### config.mk
export PLATFORM = sky130hd
export DESIGN_NAME = pattern_sequencer_mc
export DESIGN_NICKNAME = d
export VERILOG_FILES = /design/src/rtl/pattern_sequencer_mc_pkg.sv /design/src/rtl/pattern_sequencer_mc_rr_arbiter.sv /design/src/rtl/pattern_sequencer_mc.sv
export SDC_FILE = /design/constraint.sdc
export NUM_CORES = 1
export LEC_CHECK = 0
export ABC_AREA = 1
export BUFFER_PORTS_ARGS = -buffer_cell sky130_fd_sc_hd__buf_2
export CAP_MARGIN = 20
export CORE_UTILIZATION = 55
export DETAILED_ROUTE_END_ITERATION = 10
export MAX_ROUTING_LAYER = met4
export PLACE_DENSITY_LB_ADDON = 0.2
export SYNTH_ARGS = -nofsm -noshare
export SYNTH_HDL_FRONTEND = slang
export SYNTH_SLANG_ARGS = --single-unit
### constraint.sdc
create_clock -name i_clk -period 3.9 [get_ports i_clk]
set_input_delay 0.585 -clock i_clk [delete_from_list [all_inputs] [get_ports i_clk]]
set_output_delay 0.585 -clock i_clk [all_outputs]
set_load 0.02 [all_outputs]
### src/rtl/pattern_sequencer_mc_pkg.sv
// pattern_seq_pkg: ROM word layout and state encodings shared by the pattern sequencer.
package pattern_seq_pkg;
    localparam int HDR_BASE      = 0;
    localparam int PTR_W         = 8;
    localparam int HDR_OBASE_LSB = 0;
    localparam int HDR_OLEN_LSB  = 8;
    localparam int HDR_OLEN_W    = 5;
    localparam int HDR_REP_BIT   = 13;
    localparam int ORD_PADDR_LSB = 0;
    localparam int ORD_PLEN_LSB  = 8;
    localparam int ORD_PLEN_W    = 8;
    localparam int PAT_PITCH_LSB = 0;
    localparam int PAT_PITCH_W   = 6;
    localparam int PAT_LEN_LSB   = 6;
    localparam int PAT_LEN_W     = 5;
    localparam int PAT_INST_LSB  = 11;
    localparam int PAT_INST_W    = 4;

    typedef enum logic [2:0] {
        E_IDLE, E_HDR_A, E_HDR_D, E_ORD_A, E_ORD_D, E_PAT_A, E_PAT_D, E_EMIT
    } eng_t;

    typedef enum logic [1:0] {
        C_INIT, C_IDLE_ORD, C_IDLE_PAT, C_STOPPED
    } cst_t;
endpackage

### src/rtl/pattern_sequencer_mc_rr_arbiter.sv
// rr_arbiter: round-robin pick of the first requester after the last granted index.
module rr_arbiter #(
    parameter int N  = 4,
    parameter int IW = (N > 1) ? $clog2(N) : 1
) (
    input  logic          i_clk,
    input  logic          i_rst,
    input  logic [N-1:0]  i_req,
    input  logic          i_advance,
    output logic [N-1:0]  o_grant,
    output logic [IW-1:0] o_grant_idx,
    output logic          o_any
);
    logic [IW-1:0] r_last;
    logic [IW-1:0] w_cand;

    always_comb begin
        o_grant     = '0;
        o_grant_idx = '0;
        o_any       = 1'b0;
        w_cand      = '0;
        for (int k = 1; k <= N; k++) begin
            w_cand = IW'((int'(r_last) + k) % N);
            if (!o_any && i_req[w_cand]) begin
                o_any           = 1'b1;
                o_grant_idx     = w_cand;
                o_grant[w_cand] = 1'b1;
            end
        end
    end

    always_ff @(posedge i_clk) begin
        if (i_rst)
            r_last <= IW'(N - 1);
        else if (i_advance && o_any)
            r_last <= o_grant_idx;
    end
endmodule

### src/rtl/pattern_sequencer_mc.sv
// pattern_sequencer_mc: multi-channel note sequencer sharing one synchronous-ROM fetch engine.
// Each grant walks header -> order entry -> pattern word as far as the channel's state requires.
module pattern_sequencer_mc
    import pattern_seq_pkg::*;
#(
    parameter int NUM_CH  = 4,
    parameter int ROM_AW  = 8,
    parameter int PITCH_W = PAT_PITCH_W,
    parameter int NLEN_W  = PAT_LEN_W,
    parameter int INST_W  = PAT_INST_W
) (
    input  logic                       i_clk,
    input  logic                       i_rst,
    input  logic                       i_start,
    input  logic                       i_stop,
    input  logic [NUM_CH-1:0]          i_note_stb,
    output logic [NUM_CH-1:0]          o_note_valid,
    output logic [NUM_CH*PITCH_W-1:0]  o_note_pitch,
    output logic [NUM_CH*NLEN_W-1:0]   o_note_len,
    output logic [NUM_CH*INST_W-1:0]   o_note_instrument,
    output logic [NUM_CH-1:0]          o_ch_done,
    output logic                       o_busy,
    output logic [ROM_AW-1:0]          o_rom_addr,
    input  logic [15:0]                i_rom_data
);
    localparam int CH_W = (NUM_CH > 1) ? $clog2(NUM_CH) : 1;

    eng_t                             r_state;
    logic [CH_W-1:0]                  r_ch;
    logic [NUM_CH-1:0]                r_pend;
    logic [NUM_CH-1:0]                r_note_valid;
    logic [NUM_CH-1:0]                r_rep;
    cst_t                             r_cst   [NUM_CH];
    logic [PTR_W-1:0]                 r_obase [NUM_CH];
    logic [PTR_W-1:0]                 r_oaddr [NUM_CH];
    logic [PTR_W-1:0]                 r_paddr [NUM_CH];
    logic [HDR_OLEN_W-1:0]            r_olen  [NUM_CH];
    logic [HDR_OLEN_W-1:0]            r_ocnt  [NUM_CH];
    logic [ORD_PLEN_W-1:0]            r_plen  [NUM_CH];
    logic [ORD_PLEN_W-1:0]            r_pcnt  [NUM_CH];
    logic [NUM_CH-1:0][PITCH_W-1:0]   r_pitch;
    logic [NUM_CH-1:0][NLEN_W-1:0]    r_len;
    logic [NUM_CH-1:0][INST_W-1:0]    r_inst;
    logic [NUM_CH-1:0]                w_stopped;
    logic [NUM_CH-1:0]                w_grant;
    logic [CH_W-1:0]                  w_gidx;
    logic                             w_any;
    logic                             w_adv;
    logic [HDR_OLEN_W-1:0]            w_olen;
    logic [ORD_PLEN_W-1:0]            w_plen;

    always_comb
        for (int c = 0; c < NUM_CH; c++)
            w_stopped[c] = (r_cst[c] == C_STOPPED);

    assign w_adv  = (r_state == E_IDLE) && !i_start && !i_stop;
    assign w_olen = i_rom_data[HDR_OLEN_LSB +: HDR_OLEN_W];
    assign w_plen = i_rom_data[ORD_PLEN_LSB +: ORD_PLEN_W];

    rr_arbiter #(.N(NUM_CH), .IW(CH_W)) u_arb (
        .i_clk       (i_clk),
        .i_rst       (i_rst),
        .i_req       (r_pend & ~w_stopped),
        .i_advance   (w_adv),
        .o_grant     (w_grant),
        .o_grant_idx (w_gidx),
        .o_any       (w_any)
    );

    always_comb
        o_rom_addr = (r_state == E_HDR_A) ? ROM_AW'(HDR_BASE) + ROM_AW'(r_ch) :
                     (r_state == E_ORD_A) ? ROM_AW'(r_oaddr[r_ch]) :
                     (r_state == E_PAT_A) ? ROM_AW'(r_paddr[r_ch]) : '0;

    // Start/stop abandon any in-flight fetch but leave the note registers untouched.
    always_ff @(posedge i_clk) begin
        r_note_valid <= '0;
        if (i_rst) begin
            r_state <= E_IDLE;
            r_ch    <= '0;
            r_pend  <= '0;
            r_rep   <= '0;
            r_pitch <= '0;
            r_len   <= '0;
            r_inst  <= '0;
            for (int c = 0; c < NUM_CH; c++) begin
                r_cst[c]   <= C_INIT;
                r_obase[c] <= '0;
                r_oaddr[c] <= '0;
                r_paddr[c] <= '0;
                r_olen[c]  <= '0;
                r_ocnt[c]  <= '0;
                r_plen[c]  <= '0;
                r_pcnt[c]  <= '0;
            end
        end else if (i_start || i_stop) begin
            r_state <= E_IDLE;
            r_pend  <= '0;
            for (int c = 0; c < NUM_CH; c++)
                r_cst[c] <= i_stop ? C_STOPPED : C_INIT;
        end else begin
            r_pend <= (r_pend & ~(w_adv ? w_grant : '0)) | (i_note_stb & ~w_stopped);
            case (r_state)
                E_IDLE: if (w_any) begin
                    r_ch    <= w_gidx;
                    r_state <= (r_cst[w_gidx] == C_INIT)     ? E_HDR_A :
                               (r_cst[w_gidx] == C_IDLE_ORD) ? E_ORD_A : E_PAT_A;
                end
                E_HDR_A: r_state <= E_HDR_D;
                E_HDR_D: begin
                    r_obase[r_ch] <= i_rom_data[HDR_OBASE_LSB +: PTR_W];
                    r_oaddr[r_ch] <= i_rom_data[HDR_OBASE_LSB +: PTR_W];
                    r_olen[r_ch]  <= (w_olen == '0) ? HDR_OLEN_W'(1) : w_olen;
                    r_ocnt[r_ch]  <= HDR_OLEN_W'(1);
                    r_rep[r_ch]   <= i_rom_data[HDR_REP_BIT];
                    r_state       <= E_ORD_A;
                end
                E_ORD_A: r_state <= E_ORD_D;
                E_ORD_D: begin
                    r_paddr[r_ch] <= i_rom_data[ORD_PADDR_LSB +: PTR_W];
                    r_plen[r_ch]  <= (w_plen == '0) ? ORD_PLEN_W'(1) : w_plen;
                    r_pcnt[r_ch]  <= ORD_PLEN_W'(1);
                    r_state       <= E_PAT_A;
                end
                E_PAT_A: r_state <= E_PAT_D;
                E_PAT_D: begin
                    r_pitch[r_ch]      <= i_rom_data[PAT_PITCH_LSB +: PITCH_W];
                    r_len[r_ch]        <= i_rom_data[PAT_LEN_LSB +: NLEN_W];
                    r_inst[r_ch]       <= i_rom_data[PAT_INST_LSB +: INST_W];
                    r_note_valid[r_ch] <= 1'b1;
                    r_state            <= E_EMIT;
                end
                default: begin
                    if (r_pcnt[r_ch] < r_plen[r_ch]) begin
                        r_paddr[r_ch] <= r_paddr[r_ch] + 1'b1;
                        r_pcnt[r_ch]  <= r_pcnt[r_ch] + 1'b1;
                        r_cst[r_ch]   <= C_IDLE_PAT;
                    end else if (r_ocnt[r_ch] < r_olen[r_ch]) begin
                        r_oaddr[r_ch] <= r_oaddr[r_ch] + 1'b1;
                        r_ocnt[r_ch]  <= r_ocnt[r_ch] + 1'b1;
                        r_cst[r_ch]   <= C_IDLE_ORD;
                    end else if (r_rep[r_ch]) begin
                        r_oaddr[r_ch] <= r_obase[r_ch];
                        r_ocnt[r_ch]  <= HDR_OLEN_W'(1);
                        r_cst[r_ch]   <= C_IDLE_ORD;
                    end else begin
                        r_cst[r_ch]   <= C_STOPPED;
                    end
                    r_state <= E_IDLE;
                end
            endcase
        end
    end

    assign o_note_valid      = r_note_valid;
    assign o_note_pitch      = r_pitch;
    assign o_note_len        = r_len;
    assign o_note_instrument = r_inst;
    assign o_ch_done         = w_stopped;
    assign o_busy            = (r_state != E_IDLE);
endmodule

==> results of run 1 <==
## report_power, final
part	internal (mW)	total, mW	leakage, nW	switching [mW]
Sequential	3.37	3.42	2.80	0.0447
Combinational	0.200	0.695	3.46	0.495
Clock	1.58	2.76	0.470	1.18
## layout by cell type (no fill, tap or decap), types with 7 or more instances in the layout
cell / n
nand2_1: 279
edfxtp_1: 208
nor2_1: 188
inv_1: 115
o21ai_0: 110
a21oi_1: 107
buf_2: 100
nand3_1: 89
dfxtp_1: 80
clkbuf_16: 30
buf_4: 30
ha_1: 23
a32o_1: 22
nor3_1: 22
nor2_2: 18
clkinv_1: 14
xor2_1: 13
inv_2: 12
o22ai_1: 9
nand2_2: 9
nand3_2: 7
nand2_4: 7
## registers in the layout (all words and copies together), names as in the netlist, named ones only
name,cells
r_oaddr,32
r_pcnt,32
r_paddr,32
o_note_instrument,16
r_state,3
r_plen,32
r_ch,2
o_note_valid,4
r_rep,4
o_note_len,20
r_obase,32
r_pend,4
r_ocnt,20
r_cst,8
u_arb.r_last,2
r_olen,20
o_note_pitch,24
## stage by stage
step	total power [mW]	setup WS, ps
floorplan	3.96	74.3
global placement	4.15	287
detailed placement	4.16	220
CTS	6.89	211
global route	7.09	44.4
finish	6.87	225
## logic make-up (layout without fill, tap and decap cells)
| kind of cell | count (synthesis) | after routing |
|---|---|---|
| xor gates and xnor gates | 19 | 19 |
| adders and majority gates | 23 | 23 |
| buffers and inverters | 213 | 327 |
| AOI/OAI and AO/OA | 283 | 283 |
| and+or+nand+nor | 642 | 642 |
| DFF | 289 | 289 |
## worst min-delay path by stage
stage	start	end
2_1_floorplan	r_state[0]$_SDFFE_PP0P_	r_state[0]$_SDFFE_PP0P_
3_3_place_gp	r_state[0]$_SDFFE_PP0P_	r_state[0]$_SDFFE_PP0P_
3_5_place_dp	r_pend[2]$_SDFF_PP0_	r_pend[2]$_SDFF_PP0_
4_1_cts	i_note_stb[1]	r_pend[1]$_SDFF_PP0_
5_1_grt	i_note_stb[1]	r_pend[1]$_SDFF_PP0_
6_report	i_note_stb[1]	r_pend[1]$_SDFF_PP0_
## cell type report
type                    count  share of cell area
flip-flops and latches    289               0.506
multi-input cells         967               0.322
clock buffers              36              0.0510
repair buffers            133              0.0505
inverters                 141              0.0347
well taps                 324              0.0261
clock inverters            17             0.00973
## critical path, cell delays in order (launching register included)
cell and delay (ps):
dfxtp_4 470, inv_2 100, buf_12 190, o21ai_0 230, o22ai_1 160, ha_1 340
inv_1 80, nor3_1 50, a211oi_1 320, nand2_2 180, nor2_2 120, nand3_2 100
buf_4 250, nand3_1 90, nand3_1 100, inv_1 510
## per-layer routing
layer | global-route usage | vias to the layer above
li1 | - | 5167
met1 | 0.404 | 5058
met3 | 0.0426 | 67
met2 | 0.431 | 510
met5 | - | -
met4 | 0.0714 | 0
==> results list, run 1 <==
- Of all nets on the critical path, the largest fanout is 47.
- Net total in the final layout: 1608
- Distinct cell type count of the synthesized netlist: 55
- Resize count post-CTS: 0
- IR analysis of the VDD net gives a maximum drop of 400 uV.
- Hold violation count in the final report: 0
* Required time of the critical path: 4080 ps
- Yosys printed 0 warnings.
* Minimum setup slack among reg-to-reg paths: 220 ps
- The count of buffers added on input and output ports is 100.
* Sequential Area: 0.00787 mm^2
- Endpoint of the worst-slack reg-to-reg timing path: r_paddr[3][5]$_DFFE_PP_
- In the final routing, the length of wire on met1 measures 15.7 mm.
* Met3 layer wire length in the routed design: 2.88 mm
- The share of the Yosys chip area taken by registers is 0.569.
* ANT cells: 0
- Post-synthesis share of cell area spent on xor and xnor gates: 0.0120
- The die is 161 um wide.
* Number of flops mapped to enable cells by yosys: 208
* Ports placed on the boundary: 101
- Time the worst path needs with I/O delays and setup: 3680 ps
* Cell area after layout: 0.0156 mm^2
* Skew-Pair Late Insertion Delay: 550 ps
- For this design the static power due to leakage is 6.73 nW.
- The tightest min-delay check is of the in2reg type.
- Of the total synthesized cell area, the portion taken by full adders, half adders and majority gates is 0.0208.
- Data arrives at the worst endpoint at 3850 ps.
- Max-cap violations in this run came to 0.
- The clock arrives with 14.2 ps of skew.
- Global-route wire length before repair: 55.4 mm
* Share of layout cells above drive strength 1: 0.169
- Die Y: 161 um
* Clock slew at reported path FFs: 60 ps
- Routed length on met2: 16.1 mm
* Largest area contributor in the netlist: edfxtp_1
* Vias per std cell: 5.66
- Grt total ovfl: 0
- Max Transition Viols Final: 0
- Total Negative Setup Slacks: 0 ps
- In this run the number of H-tree levels came out at 1.
- Across all hold checks on the routed design, the worst slack comes to 301 ps.
- Dividing the final minimum period by the clock period gives 0.942.
* Uppermost signal routing layer after detailed routing: met4
- Routability-driven placement finished with a final weighted congestion of 0.946.
* Gr usage total: 0.285
- Asr flop ratio synth: 0
* Synthesized-area fraction occupied by ao, oa, aoi and oai cells: 0.122
* Buffer depth of the longest clock path: 3
* CTS tree: done
- Synth Instances: 1469
* Mean Syn Cell Area: 9.41 um^2
* Actual slew at the worst max-slew pin: 711 ps
* Power density over the cells: 442 mW/mm^2
* Dominant cell by count in the synthesized netlist: nand2_1
- Main area contributors after synthesis: edfxtp_1, dfxtp_1, nand2_1, nor2_1, o21ai_0
- In this run the core area contains 57 standard-cell rows.
- The number of setup buffers added after CTS is 0.
- The share of synthesized area in the top cell type comes to 0.452.
- DR vias: 10802
- Final cell count without fillers: 1907
- Core Region: 0.0245 mm^2
- Combined area of the multi-input logic cells: 0.00501 mm^2
- Area overhead of the layout relative to synthesis: 12.5%
* Initial standard-cell utilization of the core: 0.565
- Maximum number of pins on one net before global-route repair: 64
- Share of the core filled with cells in the final layout: 0.636
* Leading post-synthesis cells by instance count: nand2_1, edfxtp_1, nor2_1
- Status: complete, no violations
* F_max: 272 MHz
- DRC: 0
- Final WL: 35.6 mm
- HPWL Detailed: 24.4 mm
- Counting cells, the worst reg-to-reg path comes to 15.
* RSZ-0062 raised after global routing: no
* Combinational family with the most area after synthesis: simple AND/OR/NAND/NOR gates
- The critical path ends at r_paddr[3][5]$_DFFE_PP_.
- Post-Place Cells: 1854
* Number of global-route vias before repair: 10056
* Combined area of all synthesized cells: 0.0138 mm^2
- Synthesized-area fraction occupied by and/or/nand/nor cells: 0.206
* Overall die area: 0.0258 mm^2
* Inserted Clock Buffers: 29
* Register bit total from synthesis: 289
* Hold buffer count at cts: 0
* Number of fill cells in the layout: 2035
- CTS Root Cell: clkbuf_16
- Measured against the total synthesized area, the mux share comes to 0.
- Post-synth top flop: edfxtp_1
* Number of setup violations in the final report: 0
* TritonRoute pass-1 iters: 6
- When the netlist entered floorplanning its net count stood at 1516.
- Violation count after the first detailed-routing iteration: 1272
- Kind of capture point of the worst setup path: flop
- Critical Path Source Type: flop
- Placed cell area: 0.0146 mm^2
* Worst max-slew margin expressed relative to the limit: 0.525
- Initial antenna violation count: 0
- Clock sink count: 289
- WL per Instance: 18.7 um
- Hold path cells: 3
- The setup path with the least slack is of type reg2reg.
- Once detail routing completed, the nets flagged for antenna violations numbered 0.
(Power assumes the default switching activity.)
==> run 2, diff against run 1 <==
--- a/config.mk
+++ b/config.mk
@@ -10,8 +10,9 @@
 export CAP_MARGIN = 20
 export CORE_UTILIZATION = 55
 export DETAILED_ROUTE_END_ITERATION = 10
+export HOLD_SLACK_MARGIN = 0.02
 export MAX_ROUTING_LAYER = met4
-export PLACE_DENSITY_LB_ADDON = 0.2
+export PLACE_DENSITY = 0.87
 export SYNTH_ARGS = -nofsm -noshare
 export SYNTH_HDL_FRONTEND = slang
 export SYNTH_SLANG_ARGS = --single-unit
==> run 2 against run 1 <==
Net effect:
- sequential power barely moved
- die area did not move
- fmax rose by 1.6%
- total power rose by 0.54%
- clock-buffer cell count rose by 1
- final cell count rose by 0.16%
- largest power group unchanged
==> results list, run 2 (same netlist as run 1, synthesis figures left out) <==
- Status: complete, no violations
* Net total in the final layout: 1610
* Number of port buffers: 100
- Fin worst setup slack: 281 ps
* Buffer depth of the longest clock path: 3
- Worst R2R Path Depth: 16
- Share of the core filled with cells in the final layout: 0.637
* Power density over the cells: 443 mW/mm^2
- Counting every sink on the clock net gives 289.
* Gr usage total: 0.286
- For this run, the top clock speed supported by timing is 276 MHz.
* HPWL Detailed: 24.7 mm
* Actual slew at the worst max-slew pin: 681 ps
* Max-Cap Viols: 0
- ANT cells: 0
- Once detail routing completed, the nets flagged for antenna violations numbered 0.
- The worst setup path is launched from a flop.
- Time the worst path needs with I/O delays and setup: 3620 ps
* Hold Startpoint: i_note_stb[1]
- Count of standard-cell rows: 57
- Inserted Clock Buffers: 29
- Setup repair after global routing left no endpoint under its margin.
* Vias per std cell: 5.91
- The tree is rooted in a clkbuf_16.
- Width of the chip: 161 um
- Critical path type: reg2reg
- The total area inside the core boundary comes to 0.0245 mm^2.
- In this run the worst path has a maximum fanout of 25.
* Hold violation count in the final report: 0
- In this run the tightest slew margin relative to its limit is 0.546.
* Leading cell type in the layout, fill and taps excluded: nand2_1
- Skew-Pair Late Insertion Delay: 570 ps
- In the final layout, flip-flops and latches occupy 0.00787 mm^2.
* Area overhead of the layout relative to synthesis: 12.7%
* Clock slew at reported path FFs: 70 ps
- Number of H-tree branching levels: 1
- Required time of the critical path: 4160 ps
- Most frequent cells in the layout: nand2_1, edfxtp_1, nor2_1
* Global-route wire length before repair: 56.2 mm
* Initial standard-cell utilization of the core: 0.565
* Number of fill cells in the layout: 1861
* Number of global-route vias before repair: 10868
- The multi-input combinational cells in the finished layout cover a total of 0.00500 mm^2.
- Hold path cells: 3
- Dividing the detail-routed wire length by the instance count gives 19.0 um.
* Data arrival time of the critical path: 3880 ps
* IR Drop Worst-Case VDD: 387 uV
- In this run the vertical extent of the chip is 161 um.
- Ports placed on the boundary: 101
* Grt total ovfl: 0
- Destination of the worst hold path: r_pend[1]$_SDFF_PP0_
- For the final routed database, the setup TNS stands at 0 ps.
* GP Congestion: 1.01
- Setup violations remaining at the end of the flow were counted as 0.
- Setup slack after placement: 367 ps
- DRC: 0
* Hold buffer count at cts: 0
* Final WL: 36.2 mm
* Violation count after the first detailed-routing iteration: 1407
* Maximum number of pins on one net before global-route repair: 72
- Initial antenna violation count: 0
- Of the available clock period, the critical path in the final layout requires 0.928.
- After clock tree synthesis, the repair step resized 0 gates.
* DR vias: 11281
* Path class of the lowest-slack min-delay path: in2reg
- Leakage power figure: 6.75 nW
- The floorplan step defined a die boundary enclosing 0.0258 mm^2.
* Max Transition Viols Final: 0
- Endpoint of the worst-slack reg-to-reg timing path: r_pcnt[1][5]$_SDFFCE_PN0P_
- In this run the post-CTS setup repair buffer count came out at 0.
- Across all register-to-register paths, the minimum setup slack is 280 ps.
- Share of layout cells above drive strength 1: 0.165
- The first detailed-routing pass took 6 iterations.
- Kind of capture point of the worst setup path: flop
- Clock skew on the completed layout was measured at 21.9 ps.
* CTS tree: done
run 2: per-layer routing:
metal | global-route usage | vias up | routed length, um
met3 | 0.0666 | 108 | 4290
met4 | 0.114 | 0 | 1400
met1 | 0.358 | 5204 | 13900
met5 | - | - | 0
li1 | - | 5169 | -
met2 | 0.448 | 800 | 16600
run 2: power breakdown:
group / internal (mW) / leakage [nW] / switching [mW]
sequential: 3.37 / 2.80 / 0.0400
combinational: 0.199 / 3.46 / 0.504
clock: 1.62 / 0.478 / 1.18
run 2: per-stage QoR:
| stage | total power, mW | cell area (um^2) | std cells | hold WS (ps) |
|---|---|---|---|---|
| 6_report | 6.91 | 15600 | 1910 | 266 |
| 3_3_place_gp | 4.13 | 14600 | 1856 | 457 |
| 4_1_cts | 6.91 | 15600 | 1910 | 256 |
| 3_5_place_dp | 4.15 | 14600 | 1856 | 470 |
| 5_1_grt | 7.11 | 15600 | 1910 | 282 |
| 2_1_floorplan | 3.96 | 13800 | 1469 | 437 |
run 2: worst max-delay path by stage:
stage	startpoint	end	depth (start not counted)	slack (ps)
2_1_floorplan	flop	r_paddr[2][0]$_SDFFCE_PN0P_	21	70
3_3_place_gp	flop	r_pcnt[1][6]$_SDFFCE_PN0P_	16	480
4_1_cts	flop	r_pcnt[1][7]$_SDFFCE_PN0P_	16	340
5_1_grt	flop	r_pcnt[1][7]$_SDFFCE_PN0P_	16	80
3_5_place_dp	flop	r_pcnt[1][7]$_SDFFCE_PN0P_	16	370
6_report	flop	r_pcnt[1][5]$_SDFFCE_PN0P_	16	280
run 2: worst max-delay path: stages (launching register included):
cell      delay [ps]
dfxtp_1          350
buf_4            320
o21ai_0          150
o22ai_1          360
ha_1             310
inv_1             70
nor3_1            50
a211oi_1         340
nand2_2          120
nor2_2           110
nand3_2          110
nand2_4          140
nand2_4          110
clkinv_4         130
nand2_4           90
nand2_1          280
buf_4            240
run 2: cell type report:
class / count / share of cell area
Clock inverter: 17 / 0.00955
Sequential cell: 289 / 0.505
Inverter: 141 / 0.0347
Tap cell: 324 / 0.0260
Clock buffer: 37 / 0.0525
Timing Repair Buffer: 135 / 0.0514
Multi-Input combinational cell: 967 / 0.321
==> run 3, diff against run 2 <==
--- a/config.mk
+++ b/config.mk
@@ -8,11 +8,13 @@
 export ABC_AREA = 1
 export BUFFER_PORTS_ARGS = -buffer_cell sky130_fd_sc_hd__buf_2
 export CAP_MARGIN = 20
+export CORE_MARGIN = 2
 export CORE_UTILIZATION = 55
 export DETAILED_ROUTE_END_ITERATION = 10
 export HOLD_SLACK_MARGIN = 0.02
 export MAX_ROUTING_LAYER = met4
 export PLACE_DENSITY = 0.87
+export REMOVE_ABC_BUFFERS = 1
 export SYNTH_ARGS = -nofsm -noshare
 export SYNTH_HDL_FRONTEND = slang
 export SYNTH_SLANG_ARGS = --single-unit
==> run 3 against run 2 <==
Net effect:
- critical path depth stayed put
- clock-buffer cell count is 4 higher
- routed wire length is 2.0% lower
- largest power group unchanged
- sequential share of layout area is 0.22 points higher
- final cell count is 0.10% lower
- die area is 2.5% higher
- sequential power hardly changed
- worst setup slack worse by 71 ps
- hold slack better by 27 ps
- clock power is 4% lower
- first-iteration DRC count is 15% higher
==> results list, run 3 (same netlist as run 1, synthesis figures left out) <==
- CTS Root Cell: clkbuf_16
- Initial standard-cell utilization of the core: 0.554
- Number of setup violations in the final report: 0
* Worst max-slew margin expressed relative to the limit: 0.533
* Vias per std cell: 5.87
* Core Region: 0.0250 mm^2
* WL per Instance: 18.6 um
* Fin worst setup slack: 210 ps
- The worst-case IR drop observed on VDD is 378 uV.
- After the last flow step, the layout net total stands at 1604.
- Buffer depth of the longest clock path: 3
- Inserted Clock Buffers: 28
- Dominant cell type by count on the critical path: nand2_4
- Leading cell type in the layout, fill and taps excluded: nand2_1
* Number of global-route vias before repair: 10854
* Clock sink count: 289
- After routing the design area is 0.0155 mm^2.
* Critical path type: reg2reg
* Number of port buffers: 100
* Die Y: 163 um
- Series of cell instances along the critical path: inv_2, buf_12, o21ai_0, o22ai_1, ha_1, inv_1, nor3_1, a211oi_1, nand2_2, nor2_2, nand3_2, nand2_4, nand2_4, clkinv_4, nand2_4, nand2_1
* Share of layout cells above drive strength 1: 0.163
* Worst path top cell family by delay: simple AND/OR/NAND/NOR gates
- DRC: 0
- Final WL: 35.5 mm
- In this run the horizontal extent of the chip is 163 um.
* Kind of capture point of the worst setup path: flop
* Sum of buffers and inverters on the critical path: 4
- Along the worst path, the maximum fanout reaches 58.
- Overall die area: 0.0264 mm^2
- F_max: 271 MHz
- Max Transition Viols Final: 0
- Initial antenna violation count: 0
- TritonCTS built the clock tree.
- For this design, the CTS-stage hold fixing added 0 buffers.
- The final number of hold-violating endpoints is 0.
- Max-cap violations in this run came to 0.
- Detailed placement ended at an HPWL of 23.8 mm.
- Counting the fill cells in the layout gives 1886.
- In this run the count of I/O pins placed on the die edge is 101.
* Resize count post-CTS: 0
- Maximum number of pins on one net before global-route repair: 68
- Gr usage total: 0.275
- The repair_antennas step left the layout with diodes totalling 0.
* Skew-Pair Late Insertion Delay: 540 ps
- Power density over the cells: 437 mW/mm^2
- For this block, the via count after detailed routing is 11205.
- Global-route wire length before repair: 56.0 mm
- Global routing finished with a remaining overflow of 0.
* Placed cell area: 0.0146 mm^2
- RSZ-0062 raised after global routing: no
- Number of H-tree branching levels: 1
* Count of standard-cell rows: 58
- Status: complete, no violations
- At the worst endpoint, the arrival time is 3870 ps.
- Number of setup buffers added after CTS: 0
- Before antenna repair, the detailed router went through 7 iterations.
* ANT nets after route: 0
- The routed design could run at a clock period as short as 3690 ps.
- Crit path largest cell delay: 540 ps
* Area overhead of the layout relative to synthesis: 12.2%
* Leakage power figure: 6.69 nW
* Setup slack after placement: 309 ps
* Path class of the lowest-slack min-delay path: in2reg
- Critical Path Source Type: flop
- After clock tree synthesis, the clock-pin slew on the worst setup and hold paths is 60 ps.
- Dividing the final minimum period by the clock period gives 0.946.
- The congestion estimate from routability-driven global placement came to 0.940.
- Maximum clock skew at final layout: 10.3 ps
* Highest-delay cell along the critical path: nand2_1
- For this block, the initial DRC count from the detailed router was 1619.
* Most frequent cells in the layout: nand2_1, edfxtp_1, nor2_1
- STA puts the critical path data required time at 4080 ps.
- Actual slew at the worst max-slew pin: 699 ps
==> run 3: power by group <==
part | internal, mW | switching (mW)
Sequential | 3.37 | 0.0396
Clock | 1.52 | 1.16
Combinational | 0.196 | 0.494
Total | 5.09 | 1.69
==> run 3: layer usage <==
| layer | GRT usage | up-vias | share of wire |
|---|---|---|---|
| met3 | 0.0476 | 87 | 0.11 |
| met2 | 0.442 | 732 | 0.48 |
| met4 | 0.101 | 0 | 0.029 |
| li1 | - | 5154 | - |
| met1 | 0.353 | 5232 | 0.38 |
| met5 | - | - | 0 |
==> run 3: final cells by class <==
| class | instances | area, um^2 | share of cell area |
|---|---|---|---|
| clock buffers | 41 | 853 | 0.0550 |
| clock inverters | 10 | 60.1 | 0.00387 |
| inverters | 141 | 541 | 0.0348 |
| multi-input cells | 967 | 5000 | 0.322 |
| flip-flops and latches | 289 | 7870 | 0.507 |
| well taps | 330 | 413 | 0.0266 |
| repair buffers | 130 | 776 | 0.0500 |
==> run 3: worst register-to-register path, stage by stage (launching register included) <==
cell and delay [ps]:
dfxtp_1 340, inv_2 80, buf_12 270, o21ai_0 200, o22ai_1 350, ha_1 300
inv_1 70, nor3_1 50, a211oi_1 350, nand2_2 110, nor2_2 100, nand3_2 100
nand2_4 130, nand2_4 110, clkinv_4 130, nand2_4 90, nand2_1 540
==> run 3: metrics by stage <==
| stage | setup TNS, ps | instances | power [mW] | hold slack, ps | util |
|---|---|---|---|---|---|
| floorplan | -408190 | 1397 | 3.92 | 437 | - |
| global placement | 0 | 1857 | 4.12 | 456 | 0.585 |
| detailed placement | 0 | 1857 | 4.14 | 465 | 0.585 |
| CTS | 0 | 1908 | 6.76 | 286 | 0.622 |
| global route | 0 | 1908 | 6.96 | 293 | 0.622 |
| finish | 0 | 1908 | 6.78 | 293 | 0.622 |
==> run 3: path summary, 6_finish.rpt <==
kind	startpoint	end	slack, ps	depth (start not counted)
worst max-delay path	flop	r_pcnt[0][4]$_SDFFCE_PN0P_	210	16
worst min-delay path	i_note_stb[2]	r_pend[2]$_SDFF_PP0_	290	3
worst max register to register	flop	r_pcnt[0][4]$_SDFFCE_PN0P_	210	16
worst min register to register	r_state[0]$_SDFFE_PP0P_	r_state[0]$_SDFFE_PP0P_	480	1
